--- src/rtl/mult_pkg.sv ---
`default_nettype none
// ============================================================================
// Module   : mult_pkg
// Brief    : Widths shared by the multiplier top, Wallace tree and final adder.
// Revision : 1.0 - initial release
// ============================================================================
package mult_pkg;

    localparam int PRODUCT_W   = 32;
    localparam int ADD_SPLIT_W = 16;
    localparam int HI_W        = PRODUCT_W - ADD_SPLIT_W;

    typedef logic [PRODUCT_W-1:0] product_t;

endpackage
`default_nettype wire

--- src/rtl/wallace_final_adder_pipe_if.sv ---
`default_nettype none
// ============================================================================
// Module   : wallace_final_adder_pipe_if
// Brief    : Input beat (sum/carry vectors) and output product handshake.
// Revision : 1.0 - initial release
// ============================================================================
interface wallace_final_adder_pipe_if
    import mult_pkg::*;
#(
    parameter int WIDTH = PRODUCT_W
) ();

    logic             s_valid;
    logic             s_ready;
    logic [WIDTH-1:0] sum_vec;
    logic [WIDTH-1:0] carry_vec;
    logic             m_valid;
    logic             m_ready;
    logic [WIDTH-1:0] product;

    // slave: the adder pipeline itself
    modport slave (
        input  s_valid, sum_vec, carry_vec, m_ready,
        output s_ready, m_valid, product
    );

    // master: whoever feeds the beats and consumes the product
    modport master (
        output s_valid, sum_vec, carry_vec, m_ready,
        input  s_ready, m_valid, product
    );

endinterface
`default_nettype wire

--- src/rtl/cpa_slice.sv ---
`default_nettype none
// ============================================================================
// Module   : cpa_slice
// Brief    : N-bit carry-propagate adder with carry-in and carry-out.
// Revision : 1.0 - initial release
// ============================================================================
module cpa_slice #(
    parameter int N = 16
) (
    input  wire logic [N-1:0] a_i,
    input  wire logic [N-1:0] b_i,
    input  wire logic         cin_i,
    output      logic [N-1:0] sum_o,
    output      logic         cout_o
);

    assign {cout_o, sum_o} = {1'b0, a_i} + {1'b0, b_i} + {{N{1'b0}}, cin_i};

endmodule
`default_nettype wire

--- src/rtl/wallace_final_adder_pipe.sv ---
`default_nettype none
// ============================================================================
// Module   : wallace_final_adder_pipe
// Brief    : Two-stage split-carry final adder; low slice in S1, high slice
//            plus the registered low carry in S2, valid/ready on both ends.
// Revision : 1.0 - initial release
// ============================================================================
module wallace_final_adder_pipe
    import mult_pkg::*;
#(
    parameter int WIDTH = PRODUCT_W,
    parameter int LO_W  = ADD_SPLIT_W
) (
    input wire logic                  sys_clk,
    input wire logic                  sys_rst_n,
    wallace_final_adder_pipe_if.slave bus
);

    localparam int HI_N = WIDTH - LO_W;

    logic [LO_W-1:0]  lo_q, lo_d;
    logic             c_lo_q, c_lo_d;
    logic [HI_N-1:0]  hi_sum_q, hi_sum_d;
    logic [HI_N-1:0]  hi_carry_q, hi_carry_d;
    logic             s1_valid_q, s1_valid_d;
    logic [WIDTH-1:0] product_q, product_d;
    logic             m_valid_q, m_valid_d;

    logic [LO_W-1:0]  s1_lo_sum;
    logic             s1_lo_cout;
    logic [HI_N-1:0]  s2_hi_sum;
    logic             hi_cout_unused;

    logic s2_load;
    logic s1_load;
    logic s_ready;

    cpa_slice #(.N(LO_W)) u_cpa_lo (
        .a_i    (bus.sum_vec[LO_W-1:0]),
        .b_i    (bus.carry_vec[LO_W-1:0]),
        .cin_i  (1'b0),
        .sum_o  (s1_lo_sum),
        .cout_o (s1_lo_cout)
    );

    // The top carry-out is dropped: the product is taken modulo 2^WIDTH.
    cpa_slice #(.N(HI_N)) u_cpa_hi (
        .a_i    (hi_sum_q),
        .b_i    (hi_carry_q),
        .cin_i  (c_lo_q),
        .sum_o  (s2_hi_sum),
        .cout_o (hi_cout_unused)
    );

    assign s2_load = s1_valid_q && (!m_valid_q || bus.m_ready);
    assign s_ready = !s1_valid_q || s2_load;
    assign s1_load = bus.s_valid && s_ready;

    always_comb begin
        lo_d       = lo_q;
        c_lo_d     = c_lo_q;
        hi_sum_d   = hi_sum_q;
        hi_carry_d = hi_carry_q;
        s1_valid_d = s1_valid_q;
        product_d  = product_q;
        m_valid_d  = m_valid_q;

        if (s1_load) begin
            lo_d       = s1_lo_sum;
            c_lo_d     = s1_lo_cout;
            hi_sum_d   = bus.sum_vec[WIDTH-1:LO_W];
            hi_carry_d = bus.carry_vec[WIDTH-1:LO_W];
            s1_valid_d = 1'b1;
        end else if (s2_load) begin
            s1_valid_d = 1'b0;
        end

        if (s2_load) begin
            product_d = {s2_hi_sum, lo_q};
            m_valid_d = 1'b1;
        end else if (bus.m_ready) begin
            m_valid_d = 1'b0;
        end
    end

    always_ff @(posedge sys_clk or negedge sys_rst_n) begin
        if (!sys_rst_n) begin
            lo_q       <= '0;
            c_lo_q     <= 1'b0;
            hi_sum_q   <= '0;
            hi_carry_q <= '0;
            s1_valid_q <= 1'b0;
            product_q  <= '0;
            m_valid_q  <= 1'b0;
        end else begin
            lo_q       <= lo_d;
            c_lo_q     <= c_lo_d;
            hi_sum_q   <= hi_sum_d;
            hi_carry_q <= hi_carry_d;
            s1_valid_q <= s1_valid_d;
            product_q  <= product_d;
            m_valid_q  <= m_valid_d;
        end
    end

    assign bus.s_ready = s_ready;
    assign bus.m_valid = m_valid_q;
    assign bus.product = product_q;

endmodule
`default_nettype wire

--- src/flat_wrapper.sv ---
// flat-port wrapper written by rule: the top's interface ports become plain ports
module wallace_final_adder_pipe_flat import mult_pkg::*;
#(
    parameter int WIDTH = PRODUCT_W,
    parameter int LO_W  = ADD_SPLIT_W
)
  (sys_clk, sys_rst_n, bus_s_valid, bus_sum_vec, bus_carry_vec, bus_m_ready, bus_s_ready, bus_m_valid, bus_product);
  wallace_final_adder_pipe_if #(.WIDTH(WIDTH)) bus_i ();
  input wire logic sys_clk;
  input wire logic sys_rst_n;
  input wire logic [$bits(bus_i.s_valid)-1:0] bus_s_valid;
  input wire logic [$bits(bus_i.sum_vec)-1:0] bus_sum_vec;
  input wire logic [$bits(bus_i.carry_vec)-1:0] bus_carry_vec;
  input wire logic [$bits(bus_i.m_ready)-1:0] bus_m_ready;
  output wire logic [$bits(bus_i.s_ready)-1:0] bus_s_ready;
  output wire logic [$bits(bus_i.m_valid)-1:0] bus_m_valid;
  output wire logic [$bits(bus_i.product)-1:0] bus_product;
  assign bus_i.s_valid = bus_s_valid;
  assign bus_i.sum_vec = bus_sum_vec;
  assign bus_i.carry_vec = bus_carry_vec;
  assign bus_i.m_ready = bus_m_ready;
  assign bus_s_ready = bus_i.s_ready;
  assign bus_m_valid = bus_i.m_valid;
  assign bus_product = bus_i.product;
  wallace_final_adder_pipe #(.WIDTH(WIDTH), .LO_W(LO_W)) u_core (.sys_clk(sys_clk), .sys_rst_n(sys_rst_n), .bus(bus_i));
endmodule
--- config.mk ---
export PLATFORM = sky130hd
export DESIGN_NAME = wallace_final_adder_pipe_flat
export DESIGN_NICKNAME = d
export VERILOG_FILES = /design/src/rtl/mult_pkg.sv /design/src/rtl/wallace_final_adder_pipe_if.sv /design/src/rtl/cpa_slice.sv /design/src/rtl/wallace_final_adder_pipe.sv /design/src/flat_wrapper.sv
export SDC_FILE = /design/constraint.sdc
export NUM_CORES = 1
export LEC_CHECK = 0
export ABC_AREA = 1
export BUFFER_PORTS_ARGS = -buffer_cell sky130_fd_sc_hd__buf_2
export CORE_ASPECT_RATIO = 1.25
export CORE_MARGIN = 2
export CORE_UTILIZATION = 35
export CTS_CLUSTER_SIZE = 28
export DETAILED_ROUTE_END_ITERATION = 10
export PLACE_DENSITY = 0.54
export SLEW_MARGIN = 20
export SYNTH_ARGS = -nofsm -noshare
export SYNTH_HDL_FRONTEND = slang
export SYNTH_SLANG_ARGS = --single-unit
--- constraint.sdc ---
create_clock -name sys_clk -period 2 [get_ports sys_clk]
set_input_delay 0.2 -clock sys_clk [delete_from_list [all_inputs] [get_ports sys_clk]]
set_output_delay 0.2 -clock sys_clk [all_outputs]
set_load 0.1 [all_outputs]
==> results.txt <==
- The number of different library cells used by synthesis comes to 29.
- For this run, design rule violations remaining after detail routing come to 0.
- Most frequent standard cell in the layout excluding fill and tap cells: nand2_1
- The die is 111 um wide.
- Global routing used 17.8% of the available tracks across all layers.
* Boundary Pins: 102
- Setup repair after global routing left no endpoint under its margin.
- For this run, the register share of the synthesized area comes to 41.7%.
* CP max FO: 4
- The final number of max-transition violations is 0.
* Standard-cell row count: 48
- Overall power: 8.18 mW
* Initial antenna violation count: 0
* WL per Instance: 13.1 um
* Fraction of registers with async set/reset: 100%
* Number of hold violations in the final report: 0
- Hold path depth: 3
- Including well taps, the total number of placed cells is 960.
* Number of buffers inserted during clock tree synthesis: 9
- GRT overflow: 0
- In the final design database the tool counted 898 nets.
- For this configuration, the core starts out at a cell density of 35.9%.
- The endpoint identified for the worst register-to-register timing path is u_core.bus.product[22].
- Cells with a size suffix above 1 make up 19.6% of the layout.
- Clock latency on the worst-skew pair, taken at its later pin, is 0.34 ns.
- Top library cells by usage in the layout, fill and taps aside: nand2_1, buf_2, dfrtp_1
- Pre-CTS setup slack: 0.144 ns
* Critical path origin: u_core.hi_carry_q[0]
- The smallest clock period supported by the final layout is computed as 1.84 ns.
* Remaining antenna violation count after routing: 0
- The startpoint identified for the worst hold timing path is bus_carry_vec[18].
* Period utilisation layout: 91.9%
- Root cell of the clock tree: clkbuf_16
- CTS tree: built
- The worst setup path is captured at a flip-flop.
* Gate Count Post-Synth: 693
- The number of nets in the synthesized netlist is 794.
- The floorplan step defined a die boundary enclosing 15200 um2.
- The via count of the first global-routing pass came to 4651.
- In this run the mean area of a mapped cell was 7.19 um2.
- The Yosys step of the flow raised 0 warnings.
* Worst slew margin relative to its limit: 64.0%
* Number of violations reported at the end of detailed-routing iteration 0: 237
- Post-synth top flop: dfrtp_1
- Entering global routing, the biggest net connects 48 pins.
- Clock Sink Count: 83
- Power spread over the standard cell area amounts to 1360 nW/um2.
- In this run the tool buffered the top-level ports with 101 buffer cells.
* Core outline area: 13900 um2
- The path class of the tightest hold or removal check is primary input to flip-flop.
- Worst ir drop on vdd: 971 uV
- Fmax: 544 MHz
- Total of max-cap violations: 0
- Dividing the detail-routed via count by the number of cells gives 4.66.
- The die is 137 um tall.
- Summed over all cells, the static leakage comes to 3.51 nW.
* Worst reg2reg setup slack: 0.16 ns
* Crit path DAT: 2.07 ns
- The first global-routing pass estimated 21900 um of wire.
- Worst setup margin: 0.161 ns
- On the final layout, the worst clock skew is 0.00831 ns.
* Clock buffer depth: 2
* Half-perimeter wire length after placement: 9970 um
- The number of antenna diodes in the final layout is 0.
- Count of final setup violators: 0
- In this run, synthesis inferred 0 flip-flops with an integrated enable.
* H-tree depth reported by CTS: 3
- The setup path with the least slack is of type flip-flop to flip-flop.
- Critical path data required time: 2.23 ns
- Combined area of all synthesized cells: 4980 um2
- For hold timing, the worst endpoint is u_core.hi_carry_q[2].
* RD Place Congestion: 0.900
* Critical register-to-register path startpoint: u_core.hi_carry_q[0]
* Count of TritonRoute iterations in the first routing pass: 4
- Detailed-route via count: 4554
- Counting cells, the worst reg-to-reg path comes to 9.
- The flow ran to the end, and the final reports show no timing, DRC or antenna violations.
- From synthesis to final layout, the design area changed by 20.9%.
- Counting flops and latches in the post-synthesis netlist gives 83.
- STA classifies the critical path startpoint as a flip-flop.
* Post-Route Setup TNS: 0 ns
* Transition time at the pin with the least slew margin: 0.543 ns
- Register clock-pin slew on the reported worst setup and hold paths: 0.07 ns
- The finished layout holds 977 standard cells, fillers aside.
* Final core occ: 43.4%
- After detailed routing, the total wire length is 12800 um.
==> report_power, final <==
| group | internal [mW] | leakage [nW] | switching [mW] |
|---|---|---|---|
| combinational | 0.826 | 2.35 | 3.25 |
| sequential | 2.12 | 1.01 | 0.272 |
| clock | 0.988 | 0.149 | 0.726 |
| total | 3.94 | 3.51 | 4.25 |
==> what timing repair did <==
item                       in CTS  in global routing
buffers inserted                0                  0
hold endpoints to repair       33                  0
setup endpoints to repair       0                  1
hold buffers                    1                  0
gates resized for setup         0                  2
==> state kept, by name (all words and copies together) (netlist names) <==
| register | count |
|---|---|
| u_core.lo_q | 16 |
| u_core.c_lo_q | 1 |
| u_core.hi_sum_q | 16 |
| u_core.s1_valid_q | 1 |
| u_core.hi_carry_q | 16 |
| u_core.bus.m_valid | 1 |
| u_core.bus.product | 32 |
==> worst max path at each step <==
stage                                   endpoint  slack, ns  cells after the start
after floorplan                u_core.s1_valid_q       0.22                      5
after global placement    u_core.bus.product[28]       0.20                     10
after detailed placement  u_core.bus.product[28]       0.14                     10
after CTS                 u_core.bus.product[28]       0.12                     10
after global routing      u_core.bus.product[30]       0.02                     11
final                     u_core.bus.product[22]       0.16                      9
==> worst max-delay path, cell delays in order, from the launching register on <==
cell and delay, ns:
dfrtp_1 0.40, fa_1 0.46, inv_1 0.08, fa_1 0.20, inv_1 0.06, nand2_1 0.08
nand3_2 0.09, or2_1 0.22, nand3_1 0.07, nand2_1 0.06
==> cells by family after synthesis <==
kind of cell,Yosys count,synth area share (%)
AO/OA/AOI/OAI,35,3.51
XOR/XNOR,7,1.23
adder cells (fa/ha/maj),33,8.73
buffers and inverters,98,8.11
flip-flops,83,41.7
AND/OR/NAND/NOR,437,36.7
==> metal layers <==
layer | vias to the layer above | part of all wire [%] | track usage [%]
met5 | - | 0 | 0
met3 | 16 | 3.5 | 3.12
li1 | 2341 | - | -
met1 | 2095 | 43 | 20.2
met2 | 102 | 51 | 33.5
met4 | 0 | 2.4 | 7.01
==> Yosys cell counts (9+ instances only) <==
master   count  area [um2]
nand2_1    337        1260
dfrtp_1     83        2080
inv_1       72         270
nand3_1     37         185
ha_1        30         375
nor2_1      22        82.6
a21oi_1     17        85.1
buf_2       11        55.1
o21ai_1     11        55.1
inv_2       10        37.5
nand2_2      9        56.3
==> through the flow <==
step,area (um2),hold WS (ns)
detailed placement,5700,0.209
finish,6030,0.0495
floorplan,4990,-0.0956
global placement,5700,0.205
CTS,6020,0.0415
global route,6030,0.0512
==> layout make-up <==
class	count	area, um2
inverter	82	308
tap	175	219
fill	1467	7850
sequential	83	2080
multi-input combinational	512	2520
clock buffer	9	225
timing repair buffer	109	596
clock inverter	7	80.1
No activity file was read; power rests on OpenSTA's default activity.
